### src/rtl/i2c_pkg.sv
// Shared I2C master types: FSM states, quarter indices and rw encodings.
// No logic; imported by the controller and its quarter generator.
package i2c_pkg;

    typedef enum logic [3:0] {
        IDLE,
        START,
        DEV,
        ACK_DEV,
        REG,
        ACK_REG,
        WRITE,
        ACK_DATA,
        RESTART,
        DEV_R,
        ACK_DEV_R,
        READ,
        MNACK,
        STOP
    } state_t;

    localparam logic [1:0] Q0 = 2'd0;
    localparam logic [1:0] Q1 = 2'd1;
    localparam logic [1:0] Q2 = 2'd2;
    localparam logic [1:0] Q3 = 2'd3;

    localparam logic RW_WRITE = 1'b0;
    localparam logic RW_READ  = 1'b1;

endpackage

### src/rtl/i2c_quarter_gen.sv
// Bit-slot timebase: CLK_DIV clocks per quarter, four quarters per slot.
// Latency: strobes are combinational from the counters; held at Q0/count 0 while en=0.
module i2c_quarter_gen
    import i2c_pkg::*;
#(
    parameter int CLK_DIV = 4
) (
    input  logic       clk,
    input  logic       rst,
    input  logic       en,
    output logic [1:0] quarter,
    output logic       quarter_end,
    output logic       slot_end
);

    localparam int CW = (CLK_DIV > 1) ? $clog2(CLK_DIV) : 1;

    logic [CW-1:0] cnt_q, cnt_d;
    logic [1:0]    quarter_q, quarter_d;

    always_comb begin
        quarter_end = en && (cnt_q == CW'(CLK_DIV - 1));
        slot_end    = quarter_end && (quarter_q == Q3);
        cnt_d       = cnt_q;
        quarter_d   = quarter_q;
        if (!en) begin
            cnt_d     = '0;
            quarter_d = Q0;
        end else if (quarter_end) begin
            cnt_d     = '0;
            quarter_d = quarter_q + 2'd1;
        end else begin
            cnt_d = cnt_q + 1'b1;
        end
    end

    always_ff @(posedge clk) begin
        if (!rst) begin
            cnt_q     <= '0;
            quarter_q <= Q0;
        end else begin
            cnt_q     <= cnt_d;
            quarter_q <= quarter_d;
        end
    end

    assign quarter = quarter_q;

endmodule

### src/rtl/i2c_master_ctrl.sv
// Single-byte I2C register write/read master with ACK-error reporting.
// Latency: 29 (write), 39 (read) or 11 (device NACK) slots of 4*CLK_DIV clocks; start is ignored while busy.
module i2c_master_ctrl
    import i2c_pkg::*;
#(
    parameter int CLK_DIV = 4
) (
    input  logic       clk,
    input  logic       rst,
    input  logic       start,
    input  logic       rw,
    input  logic [6:0] dev_addr,
    input  logic [7:0] reg_addr,
    input  logic [7:0] wdata,
    output logic [7:0] rdata,
    output logic       busy,
    output logic       done,
    output logic       ack_err,
    output logic       SCL,
    output logic       SDA_out,
    input  logic       SDA_in
);

    state_t     state_q, state_d;
    logic [2:0] bit_cnt_q, bit_cnt_d;
    logic       rw_q, rw_d;
    logic [6:0] dev_q, dev_d;
    logic [7:0] reg_q, reg_d;
    logic [7:0] wdata_q, wdata_d;
    logic [7:0] shift_q, shift_d;
    logic [7:0] rdata_q, rdata_d;
    logic       busy_q, busy_d;
    logic       done_q, done_d;
    logic       ack_err_q, ack_err_d;

    logic [1:0] quarter;
    logic       quarter_end;
    logic       slot_end;
    logic       sample_pt;
    logic       is_ack;
    logic       is_byte;
    logic [7:0] tx_byte;

    i2c_quarter_gen #(.CLK_DIV(CLK_DIV)) u_qgen (
        .clk         (clk),
        .rst         (rst),
        .en          (state_q != IDLE),
        .quarter     (quarter),
        .quarter_end (quarter_end),
        .slot_end    (slot_end)
    );

    assign sample_pt = (quarter == Q1) && quarter_end;
    assign is_ack    = (state_q == ACK_DEV) || (state_q == ACK_REG) ||
                       (state_q == ACK_DATA) || (state_q == ACK_DEV_R);
    assign is_byte   = (state_q == DEV) || (state_q == REG) || (state_q == WRITE) ||
                       (state_q == DEV_R) || (state_q == READ);

    always_comb begin
        tx_byte = 8'hFF;
        case (state_q)
            DEV:     tx_byte = {dev_q, RW_WRITE};
            REG:     tx_byte = reg_q;
            WRITE:   tx_byte = wdata_q;
            DEV_R:   tx_byte = {dev_q, RW_READ};
            default: tx_byte = 8'hFF;
        endcase
    end

    // Start/restart/stop edges fall in Q2 while SCL is high; data changes only at Q0.
    always_comb begin
        SCL     = (state_q == IDLE) || (quarter == Q1) || (quarter == Q2);
        SDA_out = 1'b1;
        case (state_q)
            START, RESTART:            SDA_out = !quarter[1];
            STOP:                      SDA_out = quarter[1];
            DEV, REG, WRITE, DEV_R:    SDA_out = tx_byte[bit_cnt_q];
            default:                   SDA_out = 1'b1;
        endcase
    end

    always_comb begin
        state_d   = state_q;
        bit_cnt_d = bit_cnt_q;
        rw_d      = rw_q;
        dev_d     = dev_q;
        reg_d     = reg_q;
        wdata_d   = wdata_q;
        shift_d   = shift_q;
        rdata_d   = rdata_q;
        busy_d    = busy_q;
        done_d    = 1'b0;
        ack_err_d = ack_err_q;
        if (state_q == IDLE) begin
            if (start) begin
                state_d   = START;
                bit_cnt_d = 3'd7;
                rw_d      = rw;
                dev_d     = dev_addr;
                reg_d     = reg_addr;
                wdata_d   = wdata;
                busy_d    = 1'b1;
                ack_err_d = 1'b0;
            end
        end else begin
            if (sample_pt) begin
                if (is_ack) ack_err_d = ack_err_q | SDA_in;
                if (state_q == READ) shift_d = {shift_q[6:0], SDA_in};
            end
            if (slot_end) begin
                // 3'd0 - 1 wraps back to 7, re-arming the counter for the next byte.
                if (is_byte) bit_cnt_d = bit_cnt_q - 3'd1;
                case (state_q)
                    START:     state_d = DEV;
                    DEV:       if (bit_cnt_q == 3'd0) state_d = ACK_DEV;
                    ACK_DEV:   state_d = ack_err_q ? STOP : REG;
                    REG:       if (bit_cnt_q == 3'd0) state_d = ACK_REG;
                    ACK_REG:   state_d = ack_err_q ? STOP : ((rw_q == RW_READ) ? RESTART : WRITE);
                    WRITE:     if (bit_cnt_q == 3'd0) state_d = ACK_DATA;
                    ACK_DATA:  state_d = STOP;
                    RESTART:   state_d = DEV_R;
                    DEV_R:     if (bit_cnt_q == 3'd0) state_d = ACK_DEV_R;
                    ACK_DEV_R: state_d = ack_err_q ? STOP : READ;
                    READ:      if (bit_cnt_q == 3'd0) state_d = MNACK;
                    MNACK:     state_d = STOP;
                    STOP: begin
                        state_d = IDLE;
                        busy_d  = 1'b0;
                        done_d  = 1'b1;
                        if ((rw_q == RW_READ) && !ack_err_q) rdata_d = shift_q;
                    end
                    default:   state_d = state_q;
                endcase
            end
        end
    end

    always_ff @(posedge clk) begin
        if (!rst) begin
            state_q   <= IDLE;
            bit_cnt_q <= '0;
            rw_q      <= RW_WRITE;
            dev_q     <= '0;
            reg_q     <= '0;
            wdata_q   <= '0;
            shift_q   <= '0;
            rdata_q   <= '0;
            busy_q    <= 1'b0;
            done_q    <= 1'b0;
            ack_err_q <= 1'b0;
        end else begin
            state_q   <= state_d;
            bit_cnt_q <= bit_cnt_d;
            rw_q      <= rw_d;
            dev_q     <= dev_d;
            reg_q     <= reg_d;
            wdata_q   <= wdata_d;
            shift_q   <= shift_d;
            rdata_q   <= rdata_d;
            busy_q    <= busy_d;
            done_q    <= done_d;
            ack_err_q <= ack_err_d;
        end
    end

    assign rdata   = rdata_q;
    assign busy    = busy_q;
    assign done    = done_q;
    assign ack_err = ack_err_q;

endmodule

### config.mk
export PLATFORM = sky130hd
export DESIGN_NAME = i2c_master_ctrl
export DESIGN_NICKNAME = d
export VERILOG_FILES = /design/src/rtl/i2c_pkg.sv /design/src/rtl/i2c_quarter_gen.sv /design/src/rtl/i2c_master_ctrl.sv
export SDC_FILE = /design/constraint.sdc
export NUM_CORES = 1
export LEC_CHECK = 0
export BUFFER_PORTS_ARGS = -buffer_cell sky130_fd_sc_hd__buf_2
export CORE_MARGIN = 3
export CORE_UTILIZATION = 50
export CTS_BUF_LIST = sky130_fd_sc_hd__clkbuf_4
export CTS_CLUSTER_DIAMETER = 150
export CTS_CLUSTER_SIZE = 14
export DETAILED_ROUTE_END_ITERATION = 12
export PLACE_DENSITY = 0.75
export SETUP_SLACK_MARGIN = 0.15
export SLEW_MARGIN = 20
export SYNTH_ARGS = -nofsm -noshare
export SYNTH_HDL_FRONTEND = slang
export SYNTH_SLANG_ARGS = --single-unit
### constraint.sdc
create_clock -name clk -period 1.9 [get_ports clk]
set_input_delay 0.38 -clock clk [delete_from_list [all_inputs] [get_ports clk]]
set_output_delay 0.38 -clock clk [all_outputs]
set_load 0.02 [all_outputs]
# Word level (Yosys, flattened, before mapping)
# Index checks and enable logic that the tools add are counted.
[op_classes]
add_sub_neg = 3
magnitude_cmp = 1
n_bitwise = 5
reduce_logical = 37
n_mux = 30
eq_ne = 23
[op_table]
columns = ["operator", "n"]
rows = [
  ["$pmux 4 s12", 1],
  ["$mux 4", 11],
  ["$pmux 8 s4", 1],
  ["$eq 4x4->1 const B", 6],
  ["$eq 4x3->1 const B", 4],
  ["$mux 3", 5],
  ["$ne 3x1->1 const B", 5],
  ["$reduce_bool 13->1", 1],
  ["$reduce_and 3->1", 4],
  ["$mux 1", 10],
  ["$reduce_bool 2->1", 5],
  ["$logic_or 1x1->1", 9],
  ["$eq 4x2->1 const B", 2],
  ["$reduce_and 8->1", 1],
  ["$eq 2x2->1 const B", 3],
  ["$reduce_or 3->1", 2],
  ["$add 2x1->2 const B", 2],
  ["$eq 4x1->1 const B", 1],
  ["$logic_and 1x1->1", 4],
  ["$logic_not 4->1", 1],
  ["$lt 3x4->1 const B", 1],
  ["$not 1->1", 4],
  ["$reduce_and 2->1", 2],
  ["$reduce_and 4->1", 1],
  ["11 further kinds", 13],
]
[word_totals]
ff_bits = 54
elab_cells = 112
out_inout_bits = 13
inputBits = 28

# Longest topological paths before layout
[depth]
depth_word = 8
mapped_depth = 8
ltp_nobuf = 7

# By module
# A second synthesis with hierarchy kept.
[unflattened]
cells_unflattened = 304
hier_area_um2 = 2608.8
[by_module_without_submodules]
columns = ["module", "seq_area_each_um2", "area_each_um2", "cells_per_inst", "n_inst"]
rows = [
  ["i2c_master_ctrl", 1001.0, 2446.1, 289, 1],
  ["i2c_quarter_gen", 80.1, 162.7, 15, 1],
]

# Worst setup path after synthesis
# No wires, ideal clock.
[synth_timing]
kind = "register -> output"
startpoint = "reg state_q[1]"
endpoint = "out SDA_out"
path_slack_ns = -0.136
t_arrival_ns = 1.656
path_buffers = 1
stages_incl_launch_ff = 7
required_ns = 1.520
cell_sequence = "dfxtp_1 > buf_4 > mux2_2 > a221oi_1 > nor3_1 > a21o_1 > a21bo_1"
[synth_via]
elab_chain_cells = 5
word_cells_on_any_way = 13
cone_classes = "eq/ne: 7; mux: 4; reduce/logical: 2"
[synth_lines]
columns = ["item", "line", "rtl"]
rows = [
  ["start, declared", "i2c_master_ctrl.sv:24", "state_t state_q, state_d;"],
  ["start signal, assigned", "i2c_master_ctrl.sv:152", "state_q <= state_d;"],
  ["$eq 4x4->1, or another cell as far along", "i2c_master_ctrl.sv:61, i2c_master_ctrl.sv:74", ""],
  ["$pmux 8 s4", "i2c_master_ctrl.sv:61", "case (state_q)"],
  ["$bmux 1 s3", "i2c_master_ctrl.sv:77", "DEV, REG, WRITE, DEV_R: SDA_out = tx_byte[bit_cnt_q];"],
  ["$mux 1 (not written as such)", "i2c_master_ctrl.sv:77", ""],
  ["$pmux 1 s3 *", "i2c_master_ctrl.sv:74", "case (state_q)"],
  ["end, declared", "i2c_master_ctrl.sv:20", "output logic SDA_out,"],
]
# Mark *: on every way between the ends. The rest lies on a longest branch, timed or not. The select of a mux whose other input is x is not followed.

# Worst setup path after layout
[layout_timing]
startpoint = "reg state_q[0]"
endpoint = "out SDA_out"
# The elaborated chain is that of the path after synthesis.

==> out/results.txt <==
TritonCTS built the clock tree. The starting density of the core is 52.9%. Number of maximum-capacitance violations: 0. The highest layer touched by signal routing is met4. The checks that failed: negative setup slack. In this run the deepest clock path goes through 2 buffers. Across every metal layer, demand over resource in global routing totals 20.4%. Total power for the finished layout comes to 2.43 mW. The tools report the setup TNS after final layout as -1.46 ns.

Traced cell by cell, the critical path runs through buf_4 > or3b_4 > nor2_4 > o31a_1 > a21oi_1 > o21ai_1 > a21bo_2 > buf_6. The slowest stage of the critical path is the or3b_4 cell. The worst setup path is captured at an output pin. 41 I/O pins were placed.

For this run the aggregate overflow at the end of global routing stands at 0. The run finished, with violations left. The logs give 21.7% for the clock share of power and 48 for the maximum number of pins on one net before global-route repair. The logs give 26.7% for the combinational power share and 1.40 nW for the leakage dissipation. The share of the Yosys chip area taken by registers is 42.2%. In this run the tightest slew margin relative to its limit is 65.2%. The tools report the length of routed wiring on met1 as 2940 um.

The tools report the wire length on met3 as 438 um. The most frequent cell after synthesis is nand2_1. The number of storage elements in the synthesis netlist was 54; the core outline area was 0.00485 mm2. The first global-routing pass estimated 10100 um of wire. In this run the register-to-register setup slack is -0.18 ns. The fraction of layout instances using a drive strength above 1 works out to 37.6%. The number of diodes was 0; the number of nets still failing antenna checks after routing was 0.

The congestion estimate from routability-driven global placement came to 0.940. Cells fill 70.0% of the core in the end. Number of hold-slack violations in the final timing report: 0. The worst reg2reg path startpoint was state_q[1].

Yosys mapped a number of flops with a built-in enable equal to 0. The number of global-route vias before repair is 2228, and the internal power consumption is 1.67 mW. In this run the most critical hold path is launched from wdata[7]. The run gives 6 as the number of setup violations in the final report. The end point of the most critical hold path is wdata_q[7]. Dividing total power by cell area gives a power density of 714 mW/mm2. The tools report the initial antenna violation count as 0. Number of nets in the finished design: 411.

In the finished design, the share of the clock period the worst path needs comes to 131%. Port buffering added 40 buffers. The first-pass iteration count of the detailed router was 4.

The clock root buffer master is clkbuf_4. Clock skew on the completed layout was measured at 0.0149 ns. By area the synthesized netlist is led by dfxtp_1 42%, nand2_1 8.6%, mux2i_1 8.6%. The biggest area contributor in the post-synthesis netlist is dfxtp_1. For this run, the top clock speed supported by timing is 401 MHz. The die is 77.6 um wide. The number of distinct library cells after synthesis was 54.

For this run, design rule violations remaining after detail routing come to 0. The worst register-to-register path ends at state_q[1]. For the level count of the clock H-tree, the log shows 2. From synthesis to final layout, the design area changed by 32.4%. Sequential cells account for 51.6% of the total power.

The clock latency on the worst-skew pair is 0.39 ns. The min-delay analysis places its worst path in the category in -> reg. The maximum single-stage delay on the critical path is 0.41 ns.

The post-synthesis instance area is 0.00256 mm2, and the total number of clock tree sinks is 54. The number of vias per cell is 5.54, and the share of Yosys cell area claimed by the top area cell type is 42.2%. After clock tree synthesis, the clock-pin slew on the worst setup and hold paths is 0.17 ns. For the pin with the worst max-slew slack, the measured transition is 0.522 ns. For the worst flop-to-flop path, the logic depth is 10. The routed layout has 2464 vias. The tools report the worst setup slack after layout as -0.596 ns.

After legalization and detailed placement, the total HPWL measured 4070 um. In the synthesized netlist the async set-or-reset flop fraction comes to 0%. For the worst ir drop on vdd, the log shows 0.655 mV.

The count of standard-cell rows came out at 25. After synthesis, the most frequently instantiated cells are 59 x nand2_1, 54 x dfxtp_1, 32 x a21oi_1. The tools report the arrival time of the worst setup path as 2.12 ns.

STA classifies the critical path startpoint as a flop. The start-to-end type of the worst setup path was reg -> out. Proportion of total power due to net switching: 31.2%.

The worst slack on hold paths is 0.199 ns, and the post-synth net total is 335. The routed design could run at a clock period as short as 2.50 ns. The post-synthesis cell count was 301; the final-report max-slew violation count was 0.

The total length of routed wires came out at 6670 um. Wire length per cell: 15.0 um. Among all flip-flop cells after synthesis, the most frequent one is dfxtp_1.

TritonCTS created 5 clock buffers. For the count of warnings emitted by yosys, the log shows 0. Overall die height: 77.6 um. The maximum fanout count along the critical path is 5, and the depth of the worst hold-timing path is 3.

In this run the power spent charging and discharging nets is 0.758 mW. In this run the mean area of a mapped cell was 8.52 um2. Data on the critical path is required at its endpoint by 1.52 ns. The floorplan step defined a die boundary enclosing 0.00602 mm2. Setup repair after global routing could not meet its margin everywhere.

Detailed routing placed a total of 3070 um of wire on met2. After the first detailed-routing iteration, the DRC count stood at 167.
-- area by class of cell --
type / count / area [um2]
clock buffers: 5 / 37.5
clock inverters: 3 / 20.0
fillers: 350 / 1450
inverters: 6 / 22.5
multi-input cells: 219 / 1470
flip-flops and latches: 54 / 1090
well taps: 67 / 83.8
repair buffers: 91 / 666
-- state kept, by name, indices dropped and copies added, names as in the netlist --
register        count
ack_err             1
bit_cnt_q           3
busy                1
dev_q               7
done                1
rdata               8
reg_q               8
rw_q                1
shift_q             8
state_q             4
u_qgen.cnt_q        2
u_qgen.quarter      2
wdata_q             8
-- how the worst max path moves through the flow --
stage / start / to / slack (ns) / cells past startpoint
2_1_floorplan: state_q[0] / SDA_out / -0.06 / 7
3_3_place_gp: state_q[1] / SDA_out / -0.13 / 7
3_5_place_dp: state_q[0] / SDA_out / -0.16 / 8
4_1_cts: state_q[0] / SDA_out / -0.51 / 7
5_1_grt: state_q[1] / SDA_out / -0.70 / 8
6_report: state_q[0] / SDA_out / -0.60 / 8
-- power by group through the flow --
stage	clock network (mW)	registers, mW	logic [mW]
floorplan	0	1.25	0.320
global placement	0	1.27	0.476
detailed placement	0	1.27	0.484
CTS	0.534	1.25	0.554
global route	0.581	1.26	0.701
finish	0.527	1.25	0.648
-- critical path, delay by kind of cell, from the launching register on --
family	cells	cell delay (ns)
and+or+nand+nor	2	0.54
AOI/OAI and AO/OA	4	0.53
buffers and inverters	2	0.25
DFF	1	0.40
-- logic make-up (layout without fill, tap and decap cells) --
| family | after synthesis | in the layout | share of synthesized area, % |
|---|---|---|---|
| multiplexers | 25 | 25 | 9.91 |
| XOR/XNOR | 2 | 2 | 0.683 |
| AO/OA/AOI/OAI | 67 | 67 | 17.5 |
| AND/OR/NAND/NOR | 118 | 118 | 21.3 |
| buffers and inverters | 28 | 105 | 5.08 |
| adder cells (fa/ha/maj) | 7 | 7 | 3.32 |
| flip-flops | 54 | 54 | 42.2 |
-- cell usage in the layout, fill, tap and decap left out, types with 3 or more instances in the layout --
cell type	instances
nor3b_1	3
buf_4	42
a21o_1	3
buf_2	38
buf_6	8
clkbuf_4	5
a31oi_1	4
nor3_1	4
inv_1	5
mux2i_2	3
dfxtp_1	50
nand2_1	57
mux2i_1	19
a21oi_2	7
a21oi_1	25
ha_1	5
nand3_1	3
nor2_1	26
o21ai_1	4
-- metrics by stage --
step	cells	instance area, um2	setup WS, ns
final	445	3390	-0.596
after global routing	445	3390	-0.696
after CTS	439	3230	-0.510
after detailed placement	420	3020	-0.157
after global placement	420	3020	-0.126
after floorplan	301	2590	-0.0582
-- routing by layer --
metal,track usage [%],vias up
met3,5.22,23
met1,27.0,1151
met5,0,-
met2,31.9,91
met4,7.83,0
li1,-,1199
-- timing repair --
item	4_1_cts	5_1_grt
pin swaps	12	8
setup endpoints to repair	15	45
setup buffers	11	3
hold buffers	0	0
gates resized for setup	25	22
cloned	0	3
No activity file was read; power rests on OpenSTA's default activity.
